File: config.mk
export PLATFORM = sky130hd
export DESIGN_NAME = display_source_scheduler
export DESIGN_NICKNAME = d
export VERILOG_FILES = /design/src/rtl/display_source_scheduler.sv
export SDC_FILE = /design/constraint.sdc
export NUM_CORES = 1
export LEC_CHECK = 0
export BUFFER_PORTS_ARGS = -buffer_cell sky130_fd_sc_hd__buf_2
export CAP_MARGIN = 40
export CORE_MARGIN = 3
export CORE_UTILIZATION = 40
export DETAILED_ROUTE_END_ITERATION = 16
export GPL_ROUTABILITY_DRIVEN = 0
export GPL_TIMING_DRIVEN = 0
export PLACE_DENSITY = 0.65
export SLEW_MARGIN = 20
export SYNTH_ARGS = -nofsm -noshare
export SYNTH_HDL_FRONTEND = slang
export SYNTH_SLANG_ARGS = --single-unit
File: constraint.sdc
create_clock -name clock -period 2.2 [get_ports clock]
set_input_delay 0.22 -clock clock [delete_from_list [all_inputs] [get_ports clock]]
set_output_delay 0.22 -clock clock [all_outputs]
set_load 0.005 [all_outputs]
File: src/rtl/display_source_scheduler.sv
// Picks one of NUM_SOURCES 32-bit debug words for the hex display, advancing on a
// debounced button press or on a timed auto-rotation, with a hold that freezes the view.
module display_source_scheduler #(
  parameter int NUM_SOURCES     = 4,
  parameter int DEBOUNCE_CYCLES = 500000,
  parameter int ROTATE_CYCLES   = 50000000,
  parameter int SEL_W           = $clog2(NUM_SOURCES)
) (
  input  logic                      clock,
  input  logic                      reset,
  input  logic [NUM_SOURCES*32-1:0] sources,
  input  logic                      btn_next,
  input  logic                      auto_en,
  input  logic                      hold,
  output logic [31:0]               binary_out,
  output logic [SEL_W-1:0]          sel_idx,
  output logic                      sel_changed
);

  localparam int DCNT_W = $clog2(DEBOUNCE_CYCLES);
  localparam int RCNT_W = $clog2(ROTATE_CYCLES);
  localparam logic [DCNT_W-1:0] DCNT_LAST = DCNT_W'(DEBOUNCE_CYCLES - 1);
  localparam logic [RCNT_W-1:0] RCNT_LAST = RCNT_W'(ROTATE_CYCLES - 1);
  localparam logic [SEL_W-1:0]  SEL_LAST  = SEL_W'(NUM_SOURCES - 1);

  typedef enum logic [1:0] {IDLE, WAIT_PRESS, PRESSED, WAIT_RELEASE} deb_state_t;

  logic              btn_p0, btn_p1;
  logic              btn_s;
  deb_state_t        state, state_nxt;
  logic [DCNT_W-1:0] dcnt, dcnt_nxt;
  logic              press_evt;
  logic [RCNT_W-1:0] rcnt;
  logic              rot_evt;
  logic              adv;
  logic [31:0]       src_word;

  // Wrap-around successor so sel_idx never reaches an unused code.
  function automatic logic [SEL_W-1:0] next_idx(input logic [SEL_W-1:0] idx);
    return (idx == SEL_LAST) ? '0 : idx + 1'b1;
  endfunction

  // Stage p0/p1: two-flop synchronizer for the raw button
  always_ff @(posedge clock) begin
    if (reset) begin
      btn_p0 <= 1'b0;
      btn_p1 <= 1'b0;
    end else begin
      btn_p0 <= btn_next;
      btn_p1 <= btn_p0;
    end
  end

  assign btn_s = btn_p1;

  always_ff @(posedge clock) begin
    if (reset) begin
      state <= IDLE;
      dcnt  <= '0;
    end else begin
      state <= state_nxt;
      dcnt  <= dcnt_nxt;
    end
  end

  always_comb begin
    state_nxt = state;
    dcnt_nxt  = dcnt;
    press_evt = 1'b0;
    case (state)
      IDLE: begin
        if (btn_s) begin
          state_nxt = WAIT_PRESS;
          dcnt_nxt  = '0;
        end
      end
      WAIT_PRESS: begin
        if (!btn_s) begin
          state_nxt = IDLE;
        end else if (dcnt == DCNT_LAST) begin
          state_nxt = PRESSED;
          press_evt = 1'b1;
        end else begin
          dcnt_nxt = dcnt + 1'b1;
        end
      end
      PRESSED: begin
        if (!btn_s) begin
          state_nxt = WAIT_RELEASE;
          dcnt_nxt  = '0;
        end
      end
      WAIT_RELEASE: begin
        if (btn_s) begin
          state_nxt = PRESSED;
        end else if (dcnt == DCNT_LAST) begin
          state_nxt = IDLE;
        end else begin
          dcnt_nxt = dcnt + 1'b1;
        end
      end
      default: state_nxt = IDLE;
    endcase
  end

  // A press and a rotate tick in the same cycle still collapse into one advance.
  assign rot_evt = auto_en & ~hold & (rcnt == RCNT_LAST);
  assign adv     = (press_evt | rot_evt) & ~hold;

  always_ff @(posedge clock) begin
    if (reset) begin
      rcnt <= '0;
    end else if (!auto_en || (press_evt && !hold)) begin
      rcnt <= '0;
    end else if (!hold) begin
      rcnt <= rot_evt ? '0 : rcnt + 1'b1;
    end
  end

  always_comb begin
    src_word = '0;
    for (int k = 0; k < NUM_SOURCES; k++) begin
      if (sel_idx == SEL_W'(k)) src_word = sources[k*32 +: 32];
    end
  end

  // Stage output: registered selection and displayed word
  always_ff @(posedge clock) begin
    if (reset) begin
      sel_idx     <= '0;
      sel_changed <= 1'b0;
      binary_out  <= '0;
    end else begin
      sel_changed <= adv;
      if (adv) sel_idx <= next_idx(sel_idx);
      if (!hold) binary_out <= src_word;
    end
  end

endmodule

# Word level (Yosys, flattened, before mapping)
# Cells that the tools add are included.
[totals]
ff_bits = 84
inputBits = 133
out_inout_bits = 35
wordCells = 61
[classes]
addsub = 3
eq_ne = 14
muxes = 22
bitwise_logic = 5
reduce_logical = 9
[ops]
columns = ["cell", "count"]
rows = [
  ["$mux 32", 4],
  ["$mux 19", 5],
  ["$pmux 19 s4", 1],
  ["$add 26x1->26 const B", 1],
  ["$eq 26x26->1 const B", 1],
  ["$mux 26", 1],
  ["$add 19x1->19 const B", 1],
  ["$eq 19x19->1 const B", 1],
  ["$mux 2", 7],
  ["$eq 2x2->1 const B", 4],
  ["$ne 2x2->1 const B", 4],
  ["$pmux 2 s4", 1],
  ["$reduce_and 4->1", 2],
  ["$ne 3x3->1 const B", 2],
  ["$eq 2x1->1 const B", 2],
  ["$logic_not 2->1", 2],
  ["$and 1x1->1", 3],
  ["$mux 1", 3],
  ["$add 2x1->2 const B", 1],
  ["$logic_not 1->1", 2],
  ["$reduce_or 2->1", 1],
  ["$logic_and 1x1->1", 1],
  ["$logic_or 1x1->1", 1],
  ["$not 1->1", 1],
  ["$or 1x1->1", 1],
]

# Logic depth before layout (Yosys ltp)
[logic_depth]
ltp_word = 7
depth_mapped = 9
depth_no_buf = 7

# Worst setup path after synthesis
# No wires, ideal clock.
[synth_path]
path_kind = "flip-flop to flip-flop"
start = "register dcnt[0]"
end = "register dcnt[18]"
setup_time_ns = 0.120
arrival_ns = 1.927
t_required_ns = 2.080
slack_ns = 0.153
stages_incl_launch_ff = 7
path_buffers = 0
period_less_slack_ns = 2.047
cell_sequence = "dfxtp_1 > ha_1 > nand4_2 > or4_4 > o2111a_1 > nor3b_1 > a211o_1"
[synth_via]
elab_chain_cells = 4
word_cells_on_any_way = 6
classes_between = "add/sub: 1; eq/ne: 1; mux: 4"
[synth_rtl]
columns = ["element", "line_no", "text"]
rows = [
  ["from (decl)", "31", "logic [DCNT_W-1:0] dcnt, dcnt_nxt;"],
  ["from (signal assigned)", "62", "dcnt <= dcnt_nxt;"],
  ["$add 19x1->19 or $eq 19x19->1 (tied branches)", "-", ""],
  ["$mux 19 *", "80, 96", ""],
  ["$mux 19, on equally long branches", "94, 78", ""],
  ["$pmux 19 s4 *", "70", "case (state)"],
]
# Every way passes the cells marked *; elsewhere a longest branch is shown, timed or not. The select of a mux whose other input is x is not followed.
# A chain may end at the register's enable or synchronous reset.

# Worst setup path in the final report
# Ends and elaborated chain as after synthesis.

==> key figures <==
Status
  – Status: completed

Synthesis
  – Top cells by area, synth: dfxtp_1, a221oi_1, a211o_1
  – Synth cell count leaders: dfxtp_1, inv_1, a221oi_1
  – Synth top area share: between 30 and 40%
  – Register area share after synthesis: 37.44%
  – Cell variety after synth: 44
  – Syn Inst Count: around 550
  – Yosys top cell by area: dfxtp_1
  – Synth async-reset ratio: 0%
  – Number of synthesized flops with an enable pin: 0
  – Post-Synthesis Cell Area: 4492 um^2
  – Syn avg cell area: 8.197 um^2
  – Ys Warns: 0
  – Syn_nets: 687
  – Most numerous cell in the Yosys netlist: dfxtp_1
  – Yosys reg bits: 84
  – Synth Flop Type: dfxtp_1

STA
  – Final worst path period need: approximately 2100 ps
  – # setup viols final: 0
  – WHS: 83.87 ps
  – Period utilisation layout: between 90% and 100%
  – Clock Skew: 12.72 ps
  – Fin. max-slew vios: 0
  – Fmax: approximately 480 MHz
  – Slew @ Worst Pin: 652.7 ps
  – Hold Vio Cnt, Final: 0
  – Worst slew margin: 56.37%
  – Setup repair after global routing missed its margin: true
  – Final worst setup slack: 99.03 ps

Power
  – Leak pwr: 0.002558 uW
  – Power density over cell area: 564.4 nW/um^2
  – Total Power: 3274 uW
  – VDD IR-drop max: 0.2879 mV

Clock tree
  – Root Driver: clkbuf_8
  – TritonCTS clock tree: built
  – CTS Sinks: 84
  – Number of buffers on the longest clock path: 2
  – Clk_lat worst skew: around 350 ps
  – Hold_buf cts: 0
  – H-tree depth: 3
  – Reg clk slew, reported paths: 80 ps
  – TritonCTS buffer count: 9

Die
  – Die Wd: 112.0 um
  – Core area: 10890 um^2
  – Core Rows: 38
  – Initial core utilization: 41.25%
  – Die height: 112.0 um
  – I/O pin count: 168
  – Die area: 12540 um^2

Worst setup path
  – Peak per-stage delay on the critical path: 560 ps
  – Worst EP required: 2450 ps
  – FF-to-FF setup slack: 100 ps
  – Crit path cell chain: ha_4, nand4_4, or4_4, o2111a_1, nor3b_1, a211o_1
  – CP max FO: 6
  – Type of origin of the critical path: flip-flop
  – CP max-delay cell: or4_4
  – CP endpoint kind: flip-flop
  – Critical path arrival: between 2000 and 2500 ps
  – Critical path class: flip-flop to flip-flop

Global routing
  – Tot GR Track Use: 21.77%
  – Total grt overflow: 0
  – Number of global-route vias before repair: 4682
  – Largest net degree at the start of global routing: 14
  – Antenna violations before repair: 0
  – First-pass GRT wire length: 22490 um

Routing
  – DRT antenna net count: 0
  – Iter 0 DRT Violations: 352
  – Via count: around 4800
  – Vias per inst: about 5.5
  – WL/cell: 16.25 um
  – WL final: 14110 um
  – # DRC: 0
  – Pre-Repair DR Iteration Count: 5

Place
  – Place WS: -169.2 ps
  – DPL Wire Length: 10910 um
  – Placed cell areas: between 5000 and 6000 um^2
  – Port Buf Inserts: about 170

Layout
  – Nets: 862
  – ANT cells: 0
  – Post-Layout Inst Area: 5802 um^2
  – Share of post-route cells with drive strength above 1: 28.02%
  – Sequential standard cell area: roughly 1700 um^2
  – Multi-input gate area: 2439 um^2
  – Final core utilization: 53.29%
  – Fillers: 1065
  – Area Growth Syn to Fin: 29.16%

Hold path
  – Worst Hold Class: primary input to flip-flop

Run
  – Max-Cap Viols: 0
layout by cell type (no fill, tap or decap), drive strengths merged, types with 3 or more instances in the layout:
master  synthesis  routed
nor2b           4       4
a211o          32      32
xor2           13      13
or4             4       4
nand2          22      22
or3             6       6
inv            73      73
xnor2          22      22
nor3           13      13
and4            7       7
a21oi          45      45
and2            3       3
nor4b           4       4
bufinv          0       3
buf             3     171
dfxtp          84      84
a221oi         62      62
nand4           9       9
o21ai          10      10
and3            5       5
clkbuf         36      44
nand3          14      14
ha              6       6
nor2           47      47
power breakdown:
| group | leakage [uW] | internal, uW | switching [uW] |
|---|---|---|---|
| logic | 0.00176 | 198 | 183 |
| registers | 0.000687 | 1560 | 25.1 |
| clock network | 0.000111 | 757 | 547 |
metrics by stage:
stage / TNS, ps / std cells
floorplan: 0 / 548
global placement: -2818 / 853
detailed placement: -5030 / 853
CTS: 0 / 870
global route: -0.7707 / 868
finish: 0 / 868
flip-flops by register name, summed over array words and instances, names as in the netlist, named ones only:
register	count
binary_out	32
rcnt	26
dcnt	19
sel_idx	2
btn_p0	1
btn_p1	1
sel_changed	1
state	1
per-layer routing:
layer / global-route usage [%] / up-vias / part of all wire, %
li1: - / 2329 / -
met1: 27.42 / 2253 / 43
met2: 37.13 / 167 / 49
met3: 3.967 / 25 / 5.7
met4: 8.173 / 0 / 2.2
met5: 0 / - / 0
cells by family after synthesis:
kind of cell,share of synthesized area [%]
buffers and inverters,9.415
multiplexers,0.6964
AO/OA/AOI/OAI,25.79
adder cells (fa/ha/maj),1.671
AND/OR/NAND/NOR,18.16
flip-flops,37.44
XOR/XNOR,6.824
final timing paths:
check,start,end,cells after the start
setup reg to reg,dcnt[0]$_SDFFE_PP0P_,dcnt[18]$_SDFFE_PP0P_,6
hold reg to reg,btn_p0$_SDFF_PP0_,btn_p1$_SDFF_PP0_,1
hold / removal,btn_next,btn_p0$_SDFF_PP0_,2
setup / recovery,dcnt[0]$_SDFFE_PP0P_,dcnt[18]$_SDFFE_PP0P_,6
final cells by class:
cell class | count | area share, %
multi-input combinational | 352 | 42.03
sequential | 84 | 29.03
timing repair buffer | 166 | 14.36
inverter | 73 | 4.723
tap | 140 | 3.019
buffer | 37 | 2.825
clock buffer | 12 | 2.329
clock inverter | 4 | 1.682
critical path: cells and delay by family, from the launching register on:
kind / cells / cell delay (ps)
AND/OR/NAND/NOR: 3 / 860
AO/OA/AOI/OAI: 2 / 560
adder cells (fa/ha/maj): 1 / 180
flip-flops: 1 / 390
timing repair:
action                                  4_1_cts  5_1_grt
pin swaps                                     1        1
setup buffers                                 1        0
resized for setup                            10       25
endpoints found under the setup margin       56       58
(Power assumes the default switching activity.)
